==> src/rtl/i2s_pkg.sv <==
// Shared types for the I2S receive path: default widths, channel tag and captured-word layout.
package i2s_pkg;

  localparam int unsigned DATA_W_DEF = 24;
  localparam int unsigned SLOT_W_DEF = 32;

  typedef enum logic {
    CH_LEFT  = 1'b0,
    CH_RIGHT = 1'b1
  } chan_t;

  typedef struct packed {
    chan_t                 chan;
    logic [DATA_W_DEF-1:0] data;
  } rx_word_t;

  typedef enum logic {
    CAP_UNPRIMED = 1'b0,
    CAP_PRIMED   = 1'b1
  } cap_state_t;

endpackage

==> src/rtl/i2s_rx_fifo.sv <==
// Synchronous FIFO of captured words; a push into a full FIFO is accepted only alongside a pop.
module i2s_rx_fifo
  import i2s_pkg::*;
#(
  parameter int unsigned DEPTH   = 4,
  parameter type         entry_t = rx_word_t
) (
  input  logic   clk_i,
  input  logic   rst_ni,
  input  logic   push_i,
  input  logic   pop_i,
  input  entry_t wdata_i,
  output entry_t head_o,
  output logic   full_o,
  output logic   empty_o
);

  localparam int unsigned AW = $clog2(DEPTH);

  entry_t        mem_q [DEPTH];
  logic [AW:0]   wptr_q, wptr_d;
  logic [AW:0]   rptr_q, rptr_d;
  logic          do_push, do_pop;

  // Pointers carry one extra wrap bit so full and empty are distinguishable.
  assign empty_o = (wptr_q == rptr_q);
  assign full_o  = (wptr_q[AW] != rptr_q[AW]) && (wptr_q[AW-1:0] == rptr_q[AW-1:0]);
  assign do_pop  = pop_i && !empty_o;
  assign do_push = push_i && (!full_o || do_pop);
  assign head_o  = mem_q[rptr_q[AW-1:0]];

  always_comb begin
    wptr_d = do_push ? wptr_q + (AW+1)'(1) : wptr_q;
    rptr_d = do_pop  ? rptr_q + (AW+1)'(1) : rptr_q;
  end

  always_ff @(posedge clk_i) begin
    if (!rst_ni) begin
      wptr_q <= '0;
      rptr_q <= '0;
    end else begin
      wptr_q <= wptr_d;
      rptr_q <= rptr_d;
    end
  end

  always_ff @(posedge clk_i) begin
    if (do_push) mem_q[wptr_q[AW-1:0]] <= wdata_i;
  end

endmodule

==> src/rtl/i2s_rx_capture.sv <==
// I2S receiver: conditions SCK/WS/SD, deserialises each slot MSB-first and queues tagged words.
// I2S_RX_SYNC_EN adds a 2-flop synchroniser on each pin; otherwise pins are registered once.
module i2s_rx_capture
  import i2s_pkg::*;
#(
  parameter int unsigned DATA_W     = DATA_W_DEF,
  parameter int unsigned SLOT_W     = SLOT_W_DEF,
  parameter int unsigned FIFO_DEPTH = 4
) (
  input  logic              clk,
  input  logic              rst,
  input  logic              sck,
  input  logic              ws,
  input  logic              sd,
  output logic              out_valid,
  input  logic              out_ready,
  output logic [DATA_W-1:0] out_data,
  output logic              out_chan,
  output logic              ovf,
  output logic              frame_err
);

  localparam int unsigned CW = $clog2(SLOT_W + 1);

  typedef struct packed {
    chan_t             chan;
    logic [DATA_W-1:0] data;
  } word_t;

  logic sck_c, ws_c, sd_c;

`ifdef I2S_RX_SYNC_EN
  logic [2:0] sync1_q, sync2_q;

  always_ff @(posedge clk) begin
    if (!rst) begin
      sync1_q <= '0;
      sync2_q <= '0;
    end else begin
      sync1_q <= {sck, ws, sd};
      sync2_q <= sync1_q;
    end
  end

  assign {sck_c, ws_c, sd_c} = sync2_q;
`else
  assign {sck_c, ws_c, sd_c} = {sck, ws, sd};
`endif

  logic sck_prev_q, rise_q, ws_q, sd_q;

  // Edge register: ws/sd travel with the rise pulse so they are sampled on the same cycle.
  always_ff @(posedge clk) begin
    if (!rst) begin
      sck_prev_q <= 1'b0;
      rise_q     <= 1'b0;
      ws_q       <= 1'b0;
      sd_q       <= 1'b0;
    end else begin
      sck_prev_q <= sck_c;
      rise_q     <= sck_c & ~sck_prev_q;
      ws_q       <= ws_c;
      sd_q       <= sd_c;
    end
  end

  logic [DATA_W-1:0] sh_q, sh_d, sh_shift;
  logic [CW-1:0]     cnt_q, cnt_d, cnt_inc;
  chan_t             ws_last_q, ws_last_d;
  cap_state_t        state_q, state_d;
  word_t             word_q, word_d;
  logic              push_q, push_d, ferr_q, ferr_d;
  logic              ws_chg, slot_ok, ovf_q;
  logic              fifo_full, fifo_empty, pop;
  word_t             head;

  always_comb begin
    sh_shift = (cnt_q < CW'(DATA_W)) ? {sh_q[DATA_W-2:0], sd_q} : sh_q;
    cnt_inc  = (cnt_q == CW'(SLOT_W)) ? cnt_q : cnt_q + CW'(1);
    ws_chg   = rise_q && (ws_q != ws_last_q);
    // The WS-change rise still carries the last bit of the closing slot.
    slot_ok  = (cnt_inc >= CW'(DATA_W));
  end

  always_comb begin
    sh_d      = sh_q;
    cnt_d     = cnt_q;
    ws_last_d = ws_last_q;
    if (rise_q) begin
      sh_d  = sh_shift;
      cnt_d = ws_chg ? '0 : cnt_inc;
    end
    if (ws_chg) ws_last_d = chan_t'(ws_q);
  end

  always_ff @(posedge clk) begin
    if (!rst) state_q <= CAP_UNPRIMED;
    else      state_q <= state_d;
  end

  always_comb begin
    state_d = state_q;
    unique case (state_q)
      CAP_UNPRIMED: if (ws_chg) state_d = CAP_PRIMED;
      default:      state_d = state_q;
    endcase
  end

  always_comb begin
    push_d = 1'b0;
    ferr_d = 1'b0;
    word_d = '{chan: ws_last_q, data: sh_shift};
    if (state_q == CAP_PRIMED && ws_chg) begin
      push_d = slot_ok;
      ferr_d = !slot_ok;
    end
  end

  always_ff @(posedge clk) begin
    if (!rst) begin
      sh_q      <= '0;
      cnt_q     <= '0;
      ws_last_q <= CH_LEFT;
      push_q    <= 1'b0;
      ferr_q    <= 1'b0;
      word_q    <= '0;
      ovf_q     <= 1'b0;
    end else begin
      sh_q      <= sh_d;
      cnt_q     <= cnt_d;
      ws_last_q <= ws_last_d;
      push_q    <= push_d;
      ferr_q    <= ferr_d;
      if (push_d) word_q <= word_d;
      if (push_q && fifo_full && !pop) ovf_q <= 1'b1;
    end
  end

  i2s_rx_fifo #(
    .DEPTH   (FIFO_DEPTH),
    .entry_t (word_t)
  ) u_fifo (
    .clk_i   (clk),
    .rst_ni  (rst),
    .push_i  (push_q),
    .pop_i   (pop),
    .wdata_i (word_q),
    .head_o  (head),
    .full_o  (fifo_full),
    .empty_o (fifo_empty)
  );

  assign out_valid = !fifo_empty;
  assign pop       = out_valid && out_ready;
  assign out_data  = out_valid ? head.data : '0;
  assign out_chan  = out_valid ? head.chan : 1'b0;
  assign ovf       = ovf_q;
  assign frame_err = ferr_q;

endmodule
==> config.mk <==
export PLATFORM = sky130hd
export DESIGN_NAME = i2s_rx_capture
export DESIGN_NICKNAME = d
export VERILOG_FILES = /design/src/rtl/i2s_pkg.sv /design/src/rtl/i2s_rx_fifo.sv /design/src/rtl/i2s_rx_capture.sv
export SDC_FILE = /design/constraint.sdc
export NUM_CORES = 1
export LEC_CHECK = 0
export ABC_CLOCK_PERIOD_IN_PS = 3700
export BUFFER_PORTS_ARGS = -buffer_cell sky130_fd_sc_hd__buf_2
export CORE_MARGIN = 8
export CORE_UTILIZATION = 51
export CTS_CLUSTER_DIAMETER = 60
export DETAILED_ROUTE_END_ITERATION = 7
export GPL_ROUTABILITY_DRIVEN = 0
export GPL_TIMING_DRIVEN = 0
export PLACE_DENSITY = 0.76
export SKIP_CTS_REPAIR_TIMING = 1
export SLEW_MARGIN = 20
export SYNTH_ARGS = -nofsm -noshare
export SYNTH_HDL_FRONTEND = slang
export SYNTH_SLANG_ARGS = --single-unit
==> constraint.sdc <==
create_clock -name clk -period 3.7 [get_ports clk]
set_clock_uncertainty 0.15 [all_clocks]
set_input_delay 0.185 -clock clk [delete_from_list [all_inputs] [get_ports clk]]
set_output_delay 0.185 -clock clk [all_outputs]
set_load 0.005 [all_outputs]
* Yosys cells after proc, flatten, opt, wreduce, memory -nomap -nowiden *
Memory sizes are Yosys's and may differ from the RTL's. A register that Yosys moved wholly into a read port is not among the register bits.
Cells that the tools add are included.

cells by class
  add/subtract/negate cells = 3
  bitwise operators = 2
  equality and inequality tests = 5
  magnitude comparators = 2
  reductions and logical operators = 14
  multiplexer cells = 12

operator list
  cell                                                                   count
  24-bit two-way mux                                                     2
  6-bit two-way mux                                                      2
  1-bit logical AND                                                      8
  3-bit by 1-bit adder with 3-bit output, second input constant          2
  6-bit by 1-bit adder with 6-bit output, second input constant          1
  6-bit == test, second input constant                                   1
  6-bit by 5-bit >= comparator with 1-bit output, second input constant  1
  6-bit by 5-bit < comparator with 1-bit output, second input constant   1
  1-bit two-way mux                                                      6
  1-bit zero test                                                        4
  2-bit two-way mux                                                      2
  3-bit == test                                                          1
  2-bit == test                                                          1
  1-bit != test                                                          2
  2-bit AND reduction                                                    1
  1-bit AND                                                              1
  1-bit logical OR                                                       1
  1-bit NOT                                                              1

storage, ports and cells
  register bits after elaboration = 70
  bits of input ports = 6
  memory bits (writable) = 100
  memories = 1
  word-level logic and storage cells = 54
  output and inout port bits = 28

memories
  name          depth  width  rd ports  clocked after memory_dff  write ports  line               source
  u_fifo.mem_q  4      25     1         1                         1            i2s_rx_fifo.sv:20  entry_t mem_q [DEPTH];

* Longest topological paths before layout *
  depth in word-level cells = 8
  mapped depth = 7
  mapped depth without buffers = 6

* Cells and area by module *
Synthesis repeated with hierarchy kept, for this count alone.

second synthesis, totals
  cells, all modules = 536
  area, all modules = 7158.1 um2

modules (own cells, without submodules)
  module          sequential area each (um2)  cells an instance  times used  area an instance (um2)
  i2s_rx_fifo     3163.0                      185                1           4129.0
  i2s_rx_capture  1281.2                      351                1           3029.2

* Worst setup path after synthesis *
Ideal clock, no wire load.

  path type = reg2reg
  start = register u_fifo.wptr_q[0]
  end = memory u_fifo.mem_q[3][0] (netlist bit), enable pin
  clock period less this slack = 2.682 ns
  arrival time = 2.122 ns
  library setup time = 0.410 ns
  setup slack = 1.018 ns
  cell stages (with the launch flop) = 4
  required time = 3.140 ns
  cells stage by stage = dfxtp_1 > xor2_1 > o41ai_4 > nor2_1

on the way
  longest elaborated chain between the ends = 8
  elaborated cells between the ends (all ways) = 11
  classes of those cells = 2 x eq/ne; 2 x mux; 7 x reduce/logical

RTL lines
  item                                     line                                      source
  start: declaration                       i2s_rx_fifo.sv:21                         logic [AW:0] wptr_q, wptr_d;
  start signal: assignment                 i2s_rx_fifo.sv:42                         wptr_q <= wptr_d;
  3-bit == test                            i2s_rx_fifo.sv:26                         assign empty_o = (wptr_q == rptr_q);
  1-bit zero test                          i2s_rx_fifo.sv:28, i2s_rx_capture.sv:153
  1-bit logical AND                        i2s_rx_capture.sv:154                     assign pop = out_valid && out_ready;
  1-bit logical AND                        i2s_rx_fifo.sv:28                         assign do_pop = pop_i && !empty_o;
  1-bit logical OR                         i2s_rx_fifo.sv:29                         assign do_push = push_i && (!full_o || do_pop);
  1-bit logical AND                        i2s_rx_fifo.sv:29
  1-bit two-way mux                        i2s_rx_fifo.sv:48                         if (do_push) mem_q[wptr_q[AW-1:0]] <= wdata_i;
  1-bit two-way mux (not written as such)  i2s_rx_fifo.sv:48
  end: declaration                         i2s_rx_fifo.sv:20

Parallel ways exist; a longest one is shown, timed or not.

* Worst setup path after layout *
  start = register u_fifo.wptr_q[0]
  end = output port out_data[10]

on the way
  longest elaborated chain between the ends = 2

RTL lines
  item                line                   source
  3-bit == test       i2s_rx_fifo.sv:26
  24-bit two-way mux  i2s_rx_capture.sv:155  assign out_data = out_valid ? head.data : '0;
  end: declaration    i2s_rx_capture.sv:17   output logic [DATA_W-1:0] out_data,

No other way between the ends.

==> flow_summary.ini <==
[critical_path]
worstPathRequired_ns = 3.37
critPathCaptureType = output port
slowest_stage = nor3_2
critPathMaxStageDelay_ns = 0.61
rrSetupSlack_ns = 1.40
cp.buffers_inverters = 2
reg2reg_depth = 4
rr_endpoint = u_fifo.mem_q[1][2]
r2r-start = u_fifo.wptr_q[1]
crit_family = simple AND/OR/NAND/NOR gates
crit_path_start_kind = flip-flop
path_class = reg -> out
crit_fanout = 10
arrival_ns = 2.40
cp_cell_sequence = xor2_1 -> nor3_2 -> clkbuf_1 -> nor2b_1 -> buf_2

[timing]
worstMarginPinSlew_ns = 0.846
worst_slack_ns = 0.968
max_freq_mhz = 366
period_needed_ns = 2.73
drv_slew = 0
rsz0062_at_grt = no
setup_violations = 0
finalSetupTns_ns = 0
max_slew_margin_pct = 43.4
final-hold-violation-count = 0
finalCritPeriodShare_pct = 73.8

[pwr]
finalPower_w = 0.00381
irDropWorstVdd_mv = 0.256
powerDensity_nw_per_um2 = 459
p_leak_nw = 3.30

[floorplan]
fp.dieH_um = 134
dieWidth_um = 134
std_cell_rows = 43
io_pins = 34
dieArea_um2 = 18000
core_um2 = 13800
initial_core_util_pct = 51.9

[hold_path]
holdPathStages = 4
hold_start = out_ready
min_path_type = in -> reg
hold_end = ovf

[placed_design]
dp_hpwl_um = 8820
port_buffers = 33
place_ws_ns = 1.37

[global_route]
grt.overflow.total = 0
grt_use_total_pct = 15.2
grt_max_degree = 18
grt_pass1_wl_um = 21300
grt_pass1_vias = 4236
antenna_found_initial = 0

[route]
first_pass_iters = 4
drc_errors = 0
drtAntennaViolNets = 0
dr_total_vias = 4127
viasPerCell = 5.30
wire_per_inst_um = 16.6
wl_um = 12900
drt-initial-drc-count = 268

[yosys]
yosys_warnings = 0
synth_seq_area_share_pct = 62.2
syn_area_um2 = 7140
synth-seq-cells = 172
syn_avg_cell_area_um2 = 13.6
synthCells = 525
synth_cell_types = 47
synth_nets = 538

[clock_tree]
cts_made_buffers = 17
clk_latency_ns = 0.42
cts_tree = yes
cts.sinks = 172
clockBufferDepth = 2
ctsRootBufferMaster = clkbuf_16
path_clk_slew_ns = 0.06
ctsHtreeMaxLevel = 4

[flow_run]
cap_violations = 0

[final_layout]
syn_to_final_growth_pct = 16.2
drive_gt1_share_pct = 23.6
antenna_cells = 0
fin_nets = 598
utilization_pct = 60.3

[outcome]
status = finished, final reports clean
tightest hold or removal path, cell delays in order:
cell     delay, ns
buf_2         0.13
nor4_1        0.06
a21oi_1       0.14
nor2b_1       0.05
power breakdown:
part	internal (W)	leakage, nW	switching [W]	total, W
sequential	0.00201	1.71	0.00000480	0.00201
combinational	0.0000199	1.30	0.0000352	0.0000551
clock	0.00100	0.287	0.000738	0.00174
logic make-up after synthesis:
family,synth area share [%]
AND/OR/NAND/NOR,11.1
flip-flops,62.2
multiplexers,15.7
XOR/XNOR,1.21
AO/OA/AOI/OAI,5.31
buffers and inverters,3.21
adder cells (fa/ha/maj),1.23
placed cells by master (no fill, tap or decap), types with 17 or more instances in the layout:
master	netlist	final
nand2_1	103	103
clkbuf_16	0	17
mux2_2	24	24
clkbuf_1	18	18
nor2b_1	31	31
mux2i_1	29	29
edfxtp_1	100	100
dfxtp_1	72	72
buf_2	9	42
mux4_2	25	25
a21boi_0	20	20
Yosys cell counts (all sizes together):
library cell,n,share of area (%)
nand2,103,5.4
edfxtp,100,42
dfxtp,72,20
nor2b,31,2.7
mux2i,29,4.1
mux4,25,7.9
a21boi,24,2.5
mux2,24,3.8
clkbuf,19,1.0
buf,14,1.6
and2,11,0.96
inv,11,0.58
ha,7,1.2
nor2,6,0.32
a21oi,5,0.51
o21ai,5,0.35
xnor2,5,0.61
nand4,4,0.35
xor2,4,0.60
nand3,3,0.21
a32o,2,0.28
and3b,2,0.25
nor3,2,0.21
o21a,2,0.21
o311ai,2,0.25
a21o,1,0.11
a32oi,1,0.12
a41oi,1,0.12
and3,1,0.088
nand2b,1,0.088
nand4b,1,0.33
nor4,1,0.088
o211a,1,0.14
o22a,1,0.12
o22ai,1,0.088
o31ai,1,0.11
o41ai,1,0.39
or3,1,0.088
state kept, by name, indices dropped and copies added, names as in the netlist, 3 cells and up, named ones only:
register	flops
cnt_q	6
sh_q	24
u_fifo.mem_q	100
u_fifo.rptr_q	3
u_fifo.wptr_q	3
word_q	25
worst max path at each step:
| stage | start | endpoint | slack [ns] | cells past startpoint |
|---|---|---|---|---|
| 6_report | u_fifo.wptr_q[0] | out_data[10] | 0.97 | 5 |
| 5_1_grt | u_fifo.wptr_q[0] | out_data[9] | 0.77 | 5 |
| 4_1_cts | flip-flop | out_data[20] | 0.91 | 5 |
| 3_5_place_dp | u_fifo.wptr_q[0] | out_data[12] | 1.37 | 5 |
| 3_3_place_gp | u_fifo.wptr_q[0] | u_fifo.mem_q[3][7] | 0.17 | 3 |
| 2_1_floorplan | u_fifo.wptr_q[0] | u_fifo.mem_q[3][0] | 1.02 | 3 |
metal layers:
layer / up-vias / global-route usage (%) / part of all wire (%)
met5: - / 0 / 0
met1: 2026 / 17.2 / 42
li1: 1998 / - / -
met2: 87 / 26.5 / 52
met3: 16 / 4.15 / 4.7
met4: 0 / 5.86 / 1.4
stage by stage:
stage	hold slack (ns)	std cells	area (um^2)
3_5_place_dp	0.227	742	7670
5_1_grt	0.0830	778	8300
4_1_cts	-0.181	774	8260
2_1_floorplan	0.162	525	7140
6_report	0.0550	778	8300
3_3_place_gp	0.222	738	7530
cell type report:
class	count	area, um^2
multi-input cells	309	2500
fillers	1069	5470
plain buffers	33	188
inverters	11	41.3
well taps	180	225
flip-flops and latches	172	4440
clock buffers	17	425
repair buffers	41	315
clock inverters	15	160
Note: power is estimated with default switching activity, not from simulation.
